===== src/rtl/gbuff_out_writer.sv =====
// gbuff_out_writer
//   Packs the row-major stream of 16-bit result elements drained from the
//   systolic array into 64-bit GBUFF_OUT words (four lanes per word). Row r
//   takes ceil(n/4) consecutive words, and column c lands in lane c%4 of word
//   r*words_per_row + c/4. The block also raises the job-complete pulse.
//
// Ports
//   clk, rst          rising-edge clock, synchronous active-high reset
//   start, m, n       job start pulse (taken only in IDLE) with matrix dims
//   in_valid/in_ready element handshake; in_data is the element
//   wr_en/wr_addr/wr_data  GBUFF_OUT write port (one cycle per word)
//   done              one-cycle job-complete pulse
module gbuff_out_writer #(
    parameter int ADDR_W = 8,
    parameter int LANE_W = 16,
    parameter int DATA_W = 64
) (
    input  logic              clk,
    input  logic              rst,
    input  logic              start,
    input  logic [3:0]        m,
    input  logic [3:0]        n,
    input  logic              in_valid,
    output logic              in_ready,
    input  logic [LANE_W-1:0] in_data,
    output logic              wr_en,
    output logic [ADDR_W-1:0] wr_addr,
    output logic [DATA_W-1:0] wr_data,
    output logic              done
);

    typedef enum logic [1:0] {IDLE, RUN, DONE} state_t;

    state_t            state_q, state_d;
    logic [3:0]        m_q, m_d;
    logic [3:0]        n_q, n_d;
    logic [2:0]        wpr_q, wpr_d;
    logic [3:0]        r_q, r_d;
    logic [3:0]        c_q, c_d;
    logic [DATA_W-1:0] acc_q, acc_d;
    logic              in_ready_q, in_ready_d;
    logic              wr_en_q, wr_en_d;
    logic [ADDR_W-1:0] wr_addr_q, wr_addr_d;
    logic [DATA_W-1:0] wr_data_q, wr_data_d;
    logic              done_q, done_d;

    logic [DATA_W-1:0] merged;
    logic              last_col;

    // Word address of element (r, c); the product never exceeds 14*4.
    function automatic logic [ADDR_W-1:0] word_addr(input logic [3:0] r,
                                                    input logic [2:0] wpr,
                                                    input logic [3:0] c);
        logic [ADDR_W-1:0] base;
        base = ADDR_W'(r) * ADDR_W'(wpr);
        return base + ADDR_W'(c[3:2]);
    endfunction

    // ceil(n/4) for n in 0..15.
    function automatic logic [2:0] words_per_row(input logic [3:0] cols);
        logic [4:0] sum;
        sum = {1'b0, cols} + 5'd3;
        return sum[4:2];
    endfunction

    always_comb begin
        merged = acc_q;
        merged[c_q[1:0]*LANE_W +: LANE_W] = in_data;
        last_col = (c_q == n_q - 4'd1);
    end

    always_comb begin
        state_d   = state_q;
        m_d       = m_q;
        n_d       = n_q;
        wpr_d     = wpr_q;
        r_d       = r_q;
        c_d       = c_q;
        acc_d     = acc_q;
        wr_en_d   = 1'b0;
        wr_addr_d = wr_addr_q;
        wr_data_d = wr_data_q;

        case (state_q)
            IDLE: begin
                if (start) begin
                    m_d     = m;
                    n_d     = n;
                    wpr_d   = words_per_row(n);
                    r_d     = '0;
                    c_d     = '0;
                    acc_d   = '0;
                    state_d = (m == 4'd0 || n == 4'd0) ? DONE : RUN;
                end
            end
            RUN: begin
                if (in_valid && in_ready_q) begin
                    // A word closes on lane 3 or on the short tail of a row;
                    // lanes never written in that word stay zero.
                    if (c_q[1:0] == 2'd3 || last_col) begin
                        wr_en_d   = 1'b1;
                        wr_addr_d = word_addr(r_q, wpr_q, c_q);
                        wr_data_d = merged;
                        acc_d     = '0;
                    end else begin
                        acc_d = merged;
                    end
                    if (last_col) begin
                        c_d = '0;
                        r_d = r_q + 4'd1;
                        if (r_q == m_q - 4'd1) begin
                            state_d = DONE;
                        end
                    end else begin
                        c_d = c_q + 4'd1;
                    end
                end
            end
            DONE: begin
                state_d = IDLE;
            end
            default: begin
                state_d = IDLE;
            end
        endcase

        in_ready_d = (state_d == RUN);
        done_d     = (state_d == DONE);
    end

    always_ff @(posedge clk) begin
        if (rst) begin
            state_q    <= IDLE;
            m_q        <= '0;
            n_q        <= '0;
            wpr_q      <= '0;
            r_q        <= '0;
            c_q        <= '0;
            acc_q      <= '0;
            in_ready_q <= 1'b0;
            wr_en_q    <= 1'b0;
            wr_addr_q  <= '0;
            wr_data_q  <= '0;
            done_q     <= 1'b0;
        end else begin
            state_q    <= state_d;
            m_q        <= m_d;
            n_q        <= n_d;
            wpr_q      <= wpr_d;
            r_q        <= r_d;
            c_q        <= c_d;
            acc_q      <= acc_d;
            in_ready_q <= in_ready_d;
            wr_en_q    <= wr_en_d;
            wr_addr_q  <= wr_addr_d;
            wr_data_q  <= wr_data_d;
            done_q     <= done_d;
        end
    end

    assign in_ready = in_ready_q;
    assign wr_en    = wr_en_q;
    assign wr_addr  = wr_addr_q;
    assign wr_data  = wr_data_q;
    assign done     = done_q;

endmodule


===== config.mk =====
export PLATFORM = sky130hd
export DESIGN_NAME = gbuff_out_writer
export DESIGN_NICKNAME = d
export VERILOG_FILES = /design/src/rtl/gbuff_out_writer.sv
export SDC_FILE = /design/constraint.sdc
export NUM_CORES = 1
export LEC_CHECK = 0
export ABC_AREA = 1
export ABC_CLOCK_PERIOD_IN_PS = 2850
export CAP_MARGIN = 20
export CORE_UTILIZATION = 50
export DETAILED_ROUTE_END_ITERATION = 8
export GPL_TIMING_DRIVEN = 0
export PLACE_DENSITY_LB_ADDON = 0.12
export SLEW_MARGIN = 15
export SYNTH_ARGS = -nofsm -noshare
export SYNTH_HDL_FRONTEND = slang
export SYNTH_SLANG_ARGS = --single-unit

===== constraint.sdc =====
create_clock -name clk -period 2.85 [get_ports clk]
set_input_delay 0.57 -clock clk [delete_from_list [all_inputs] [get_ports clk]]
set_output_delay 0.57 -clock clk [all_outputs]
set_load 0.05 [all_outputs]

---- After elaboration in Yosys (flattened, before gate mapping) ----
Cells that the tools add are included.
storage, ports and cells
  bits of input ports ..................... 28
  flip-flop bits (word level) ............. 160
  output and inout bits ................... 75
  logic and storage cells ................. 64
cells by class
  bitwise logic cells ..................... 2
  reductions and logical operators ........ 12
  shift operators ......................... 2
  $add $sub $neg .......................... 7
  multipliers ............................. 1
  equal/unequal tests ..................... 9
  multiplexer cells ....................... 19
operators by type and width
  operator                  number
  $mux 64                   3
  $pmux 64 s2               1
  $bwmux 64                 1
  $shift 16x34->64 const A  1
  $shiftx 16x34->64         1
  $neg 6->34                1
  $mux 4                    5
  $pmux 4 s2                2
  $mux 2                    5
  $add 4x1->4 const B       2
  $add 7x2->8               1
  $eq 4x4->1                2
  $logic_not 4->1           2
  $sub 4x1->4 const B       2
  $mul 4x3->7               1
  $ne 2x2->1 const B        3
  $reduce_and 3->1          2
  $add 4x2->5 const B       1
  $eq 2x1->1 const B        2
  $eq 2x2->1 const B        2
  $pmux 2 s2                1
  $reduce_and 4->1          1
  $reduce_or 3->1           1
  $logic_not 2->1           1
  6 further kinds           8

---- Depth between registers and ports, before layout ----
Gate-level depths: netlist of run 1.
  word-level depth ........................ 7
  gate-level depth with buffers ........... 14
  gate-level depth less buffers ........... 14

---- Least setup slack after synthesis of run 1 ----
No wires, ideal clock.
  kind .................................... reg-to-reg
  start ................................... register r_q[2]
  end ..................................... register wr_addr_q[6] (netlist: wr_addr[6])
  setup slack ............................. 0.358 ns
  arrival ................................. 2.378 ns
  period minus slack after synthesis ...... 2.492 ns
  buffers on the path ..................... 1
  cell stages (with the launch flop) ...... 13
  required time ........................... 2.736 ns
  setup time .............................. 0.114 ns
  cell sequence ........................... dfxtp_1 clkbuf_1 nand2_1 fa_1 inv_1 ha_1 ha_1 a21oi_1 or2_2 nand4_1 nand2_1 nor2_1 nor2_1
on the way
  word-level cells in the longest chain between the ends .. 2
ends and longest elaborated chain
  what                      line  source
  start: declaration        38    logic [3:0] r_q, r_d;
  start signal: assignment  150   r_q <= r_d;
  $mul 4x3->7               55    base = ADDR_W'(r) * ADDR_W'(wpr);
  $add 7x2->8               56    return base + ADDR_W'(c[3:2]);
  end signal: assignment    155   wr_addr_q <= wr_addr_d;
  end: declaration          43    logic [ADDR_W-1:0] wr_addr_q, wr_addr_d;
Every way passes these cells.
A chain may end at the register's enable or synchronous reset.

---- Final worst setup path of run 1 ----
  start ................................... register r_q[1]
  end ..................................... register wr_addr_q[7] (netlist: wr_addr[7])
The elaborated chain is that of the path after synthesis.

==> impl_results.md, run 1 <==
- Clock Latency Late Sink: 0.43 ns
- H-tree depth: 4
- Sequential share of the synthesized area: 41.95%
- # fillers: 1345
- Antenna Nets Post-Route: 0
- Initial antenna violation count: 0
- Synth cell types: 34
- Status: complete, but fails checks
- RSZ-0062 raised after global routing: false
- Seq cells post-synth: between 150 and 200
- Final period util: between 90 and 100%
- Routed wire per std cell: about 16 um
- DR WL met2: ~9400 um
- Post-synth EDFFs: 0
- Worst VDD drop: 472.5 uV
- Area Overhead vs Synth: 23.89%
- Ys Warns: 0
- CP arrival: approximately 3.0 ns
- Post-CTS setup buffer count: 0
- Bufs on Longest Clock Path: 2
- Peak Freq: around 0.38 GHz
- Skew final: 0.008413 ns
- Maximum number of pins on one net before global-route repair: 17
- Max Slew Vio Count: 0
- CP endpoint kind: flip-flop
- DR WL met3: 1692 um
- Layout cell share with drive strength beyond 1: between 8 and 9%
- Syn avg cell area: about 7.4 um^2
- Hold Crit Class: reg2reg
- Dpl hpwl: ~15000 um
- Final Setup Violations: 0
- Ports: a little over 100
- Largest cells by area after synthesis: dfxtp_1 42%, nor2_1 7.5%, nand2_1 7.0%
- Initial DRT Pass Iterations: 8
- Die Wd: between 100 and 150 um
- Top cells by count, synth: 160 x dfxtp_1, 153 x nor2_1, 142 x nand2_1, 123 x inv_1, 79 x a21oi_1
- CTS Buf Count: 17
- Async SR Flop Fraction: 0%
- Nets: ~1200
- Full die area: 15770 um^2
- Gate count of the mapped netlist: slightly above 1000
- Startpoint Class: flip-flop
- All-Layer GR Usage: between 20% and 30%
- Clock root buffer: clkbuf_16
- N_diodes: 0
- DRC viols: 5
- Pleak: around 3.9 nW
- PortBufs: ~100
- Vias: between 7000 and 8000
- Failing checks: DRC
- CTS tree: yes
- Via/cell ratio: about 5.5
- Clock sinks: 160
- Highest metal used: met4
- Placer Congestion: roughly 0.92
- Initial core utilization: 51.94%
- GR Overflow Total: 0
- Chip Height: around 130 um
- Synthesized Nets: 1087
- Post-route setup TNS: 0 ns
- Pwr dens: 521.2 nW/um^2
- Worst-margin pin slew: a little over 0.7 ns
- Kind of critical path: reg2reg
- Vias in the first global route: 6871
- Synth top area share: a little over two fifths
- Synthesized cell area: between 7000 and 8000 um^2
- Tmin final: 2.663 ns
- Final WL: between 20000 and 25000 um
- Area leader, netlist: dfxtp_1
- Most common cell in the synthesized netlist: dfxtp_1
- Main synth FF type: dfxtp_1
- Cell Area, Placed: approximately 8900 um^2
- Iteration-0 DRC Markers: around 700
- MaxCap Viol Count: 0
- Global-route wire length before repair: 34560 um
- Row cnt: 44
- Core region area: ~15000 um^2
- Rel. slew slack: roughly 53%
- Worst EP required: 3.17 ns
- Clock transition at path regs: approximately 0.060 ns
- Fin area: 9459 um^2
- Worst Path Max Fanout: 7
- Final Hold Vio Count: 0
- Wl on met1: a little under 10000 um
[critical path: stages, from the launching register on]
cell	delay [ns]
dfxtp_1	0.50
nand2_1	0.12
fa_1	0.52
inv_1	0.04
ha_1	0.33
fa_1	0.47
nand3_1	0.09
nand2_1	0.09
a21oi_1	0.13
nor2_1	0.05
nand2_1	0.14
nand2_1	0.07
[repair_timing]
| item | 4_1_cts | 5_1_grt |
|---|---|---|
| setup endpoints to repair | 0 | 3 |
| gates resized for setup | 0 | 1 |
| hold buffers | 0 | 0 |
[per-stage QoR]
step | std cells | util [%] | setup WS [ns] | hold WS [ns] | total power [mW]
finish | 1349 | 64.35 | 0.1866 | 0.4634 | 4.930
global route | 1349 | 64.35 | 0.003264 | 0.4752 | 5.087
CTS | 1350 | 64.37 | 0.08301 | 0.4635 | 4.939
detailed placement | 1319 | 60.38 | 0.1199 | 0.4533 | 2.671
global placement | 1319 | 60.38 | 0.1222 | 0.4506 | 2.669
floorplan | 1034 | - | 0.3575 | 0.4435 | 2.541
[state kept, by name (all words and copies together), names as in the netlist]
register  count
state_q       2
wr_addr       8
wr_data      64
c_q           4
r_q           4
wr_en         1
done          1
m_q           4
in_ready      1
acc_q        64
wpr_q         3
n_q           4
[final timing paths]
path | slack, ns | end | startpoint | cells past startpoint
setup / recovery | 0.19 | wr_addr[7] | r_q[1] | 11
hold / removal | 0.46 | acc_q[43] | acc_q[43] | 2
setup reg to reg | 0.19 | wr_addr[7] | r_q[1] | 11
hold reg to reg | 0.46 | acc_q[43] | acc_q[43] | 2
[kinds of logic (layout without fill, tap and decap cells)]
kind of cell    after synthesis  after routing  synth area share, %
simple gates                406            406                23.66
xor+xnor                      9              9                1.033
compound gates              231            231                16.50
flops                       160            160                41.95
fa+ha+maj                    25             25                4.392
buf+inv                     203            334                12.45
[metal layers]
| metal | global-route usage, % | up-vias |
|---|---|---|
| li1 | - | 3658 |
| met1 | 37.62 | 3408 |
| met2 | 43.20 | 332 |
| met3 | 5.306 | 44 |
| met4 | 12.70 | 0 |
| met5 | 0 | - |
[power by group]
group          switching, mW  internal [mW]  total (mW)
Combinational          0.236          0.121       0.357
Sequential            0.0171           2.26        2.27
Clock                  0.910           1.39        2.30
[layout make-up]
type / count / area [um^2] / share of cell area, %
clock buffers: 20 / 446.7 / 4.722
multi-input cells: 671 / 3481 / 36.80
plain buffers: 74 / 460.4 / 4.868
flip-flops and latches: 160 / 3204 / 33.88
well taps: 184 / 230.2 / 2.434
inverters: 128 / 486.7 / 5.146
clock inverters: 11 / 138.9 / 1.468
repair buffers: 101 / 1011 / 10.69
[layout by cell type, fill, tap and decap left out, types with 5 or more instances in the layout]
master,netlist,layout
dfxtp_1,160,159
nor2_1,153,153
nand2_1,142,142
inv_1,123,123
clkdlybuf4s50_1,0,101
a21oi_1,79,79
o22ai_1,71,71
nand4_1,68,68
o21ai_1,40,40
o21ai_0,36,36
clkbuf_1,31,32
ha_1,22,22
nand3_1,21,21
buf_2,20,20
buf_6,20,20
clkbuf_16,0,17
clkinv_2,1,6
xor2_1,6,6
nand2_2,5,5
No activity file was read; power rests on OpenSTA's default activity.
==> run 2, diff against run 1 <==
HOLD_SLACK_MARGIN = 0.1   (was unset)
==> results of run 2 <==
No change in the layout: final DEF, timing and power equal those of run 1.
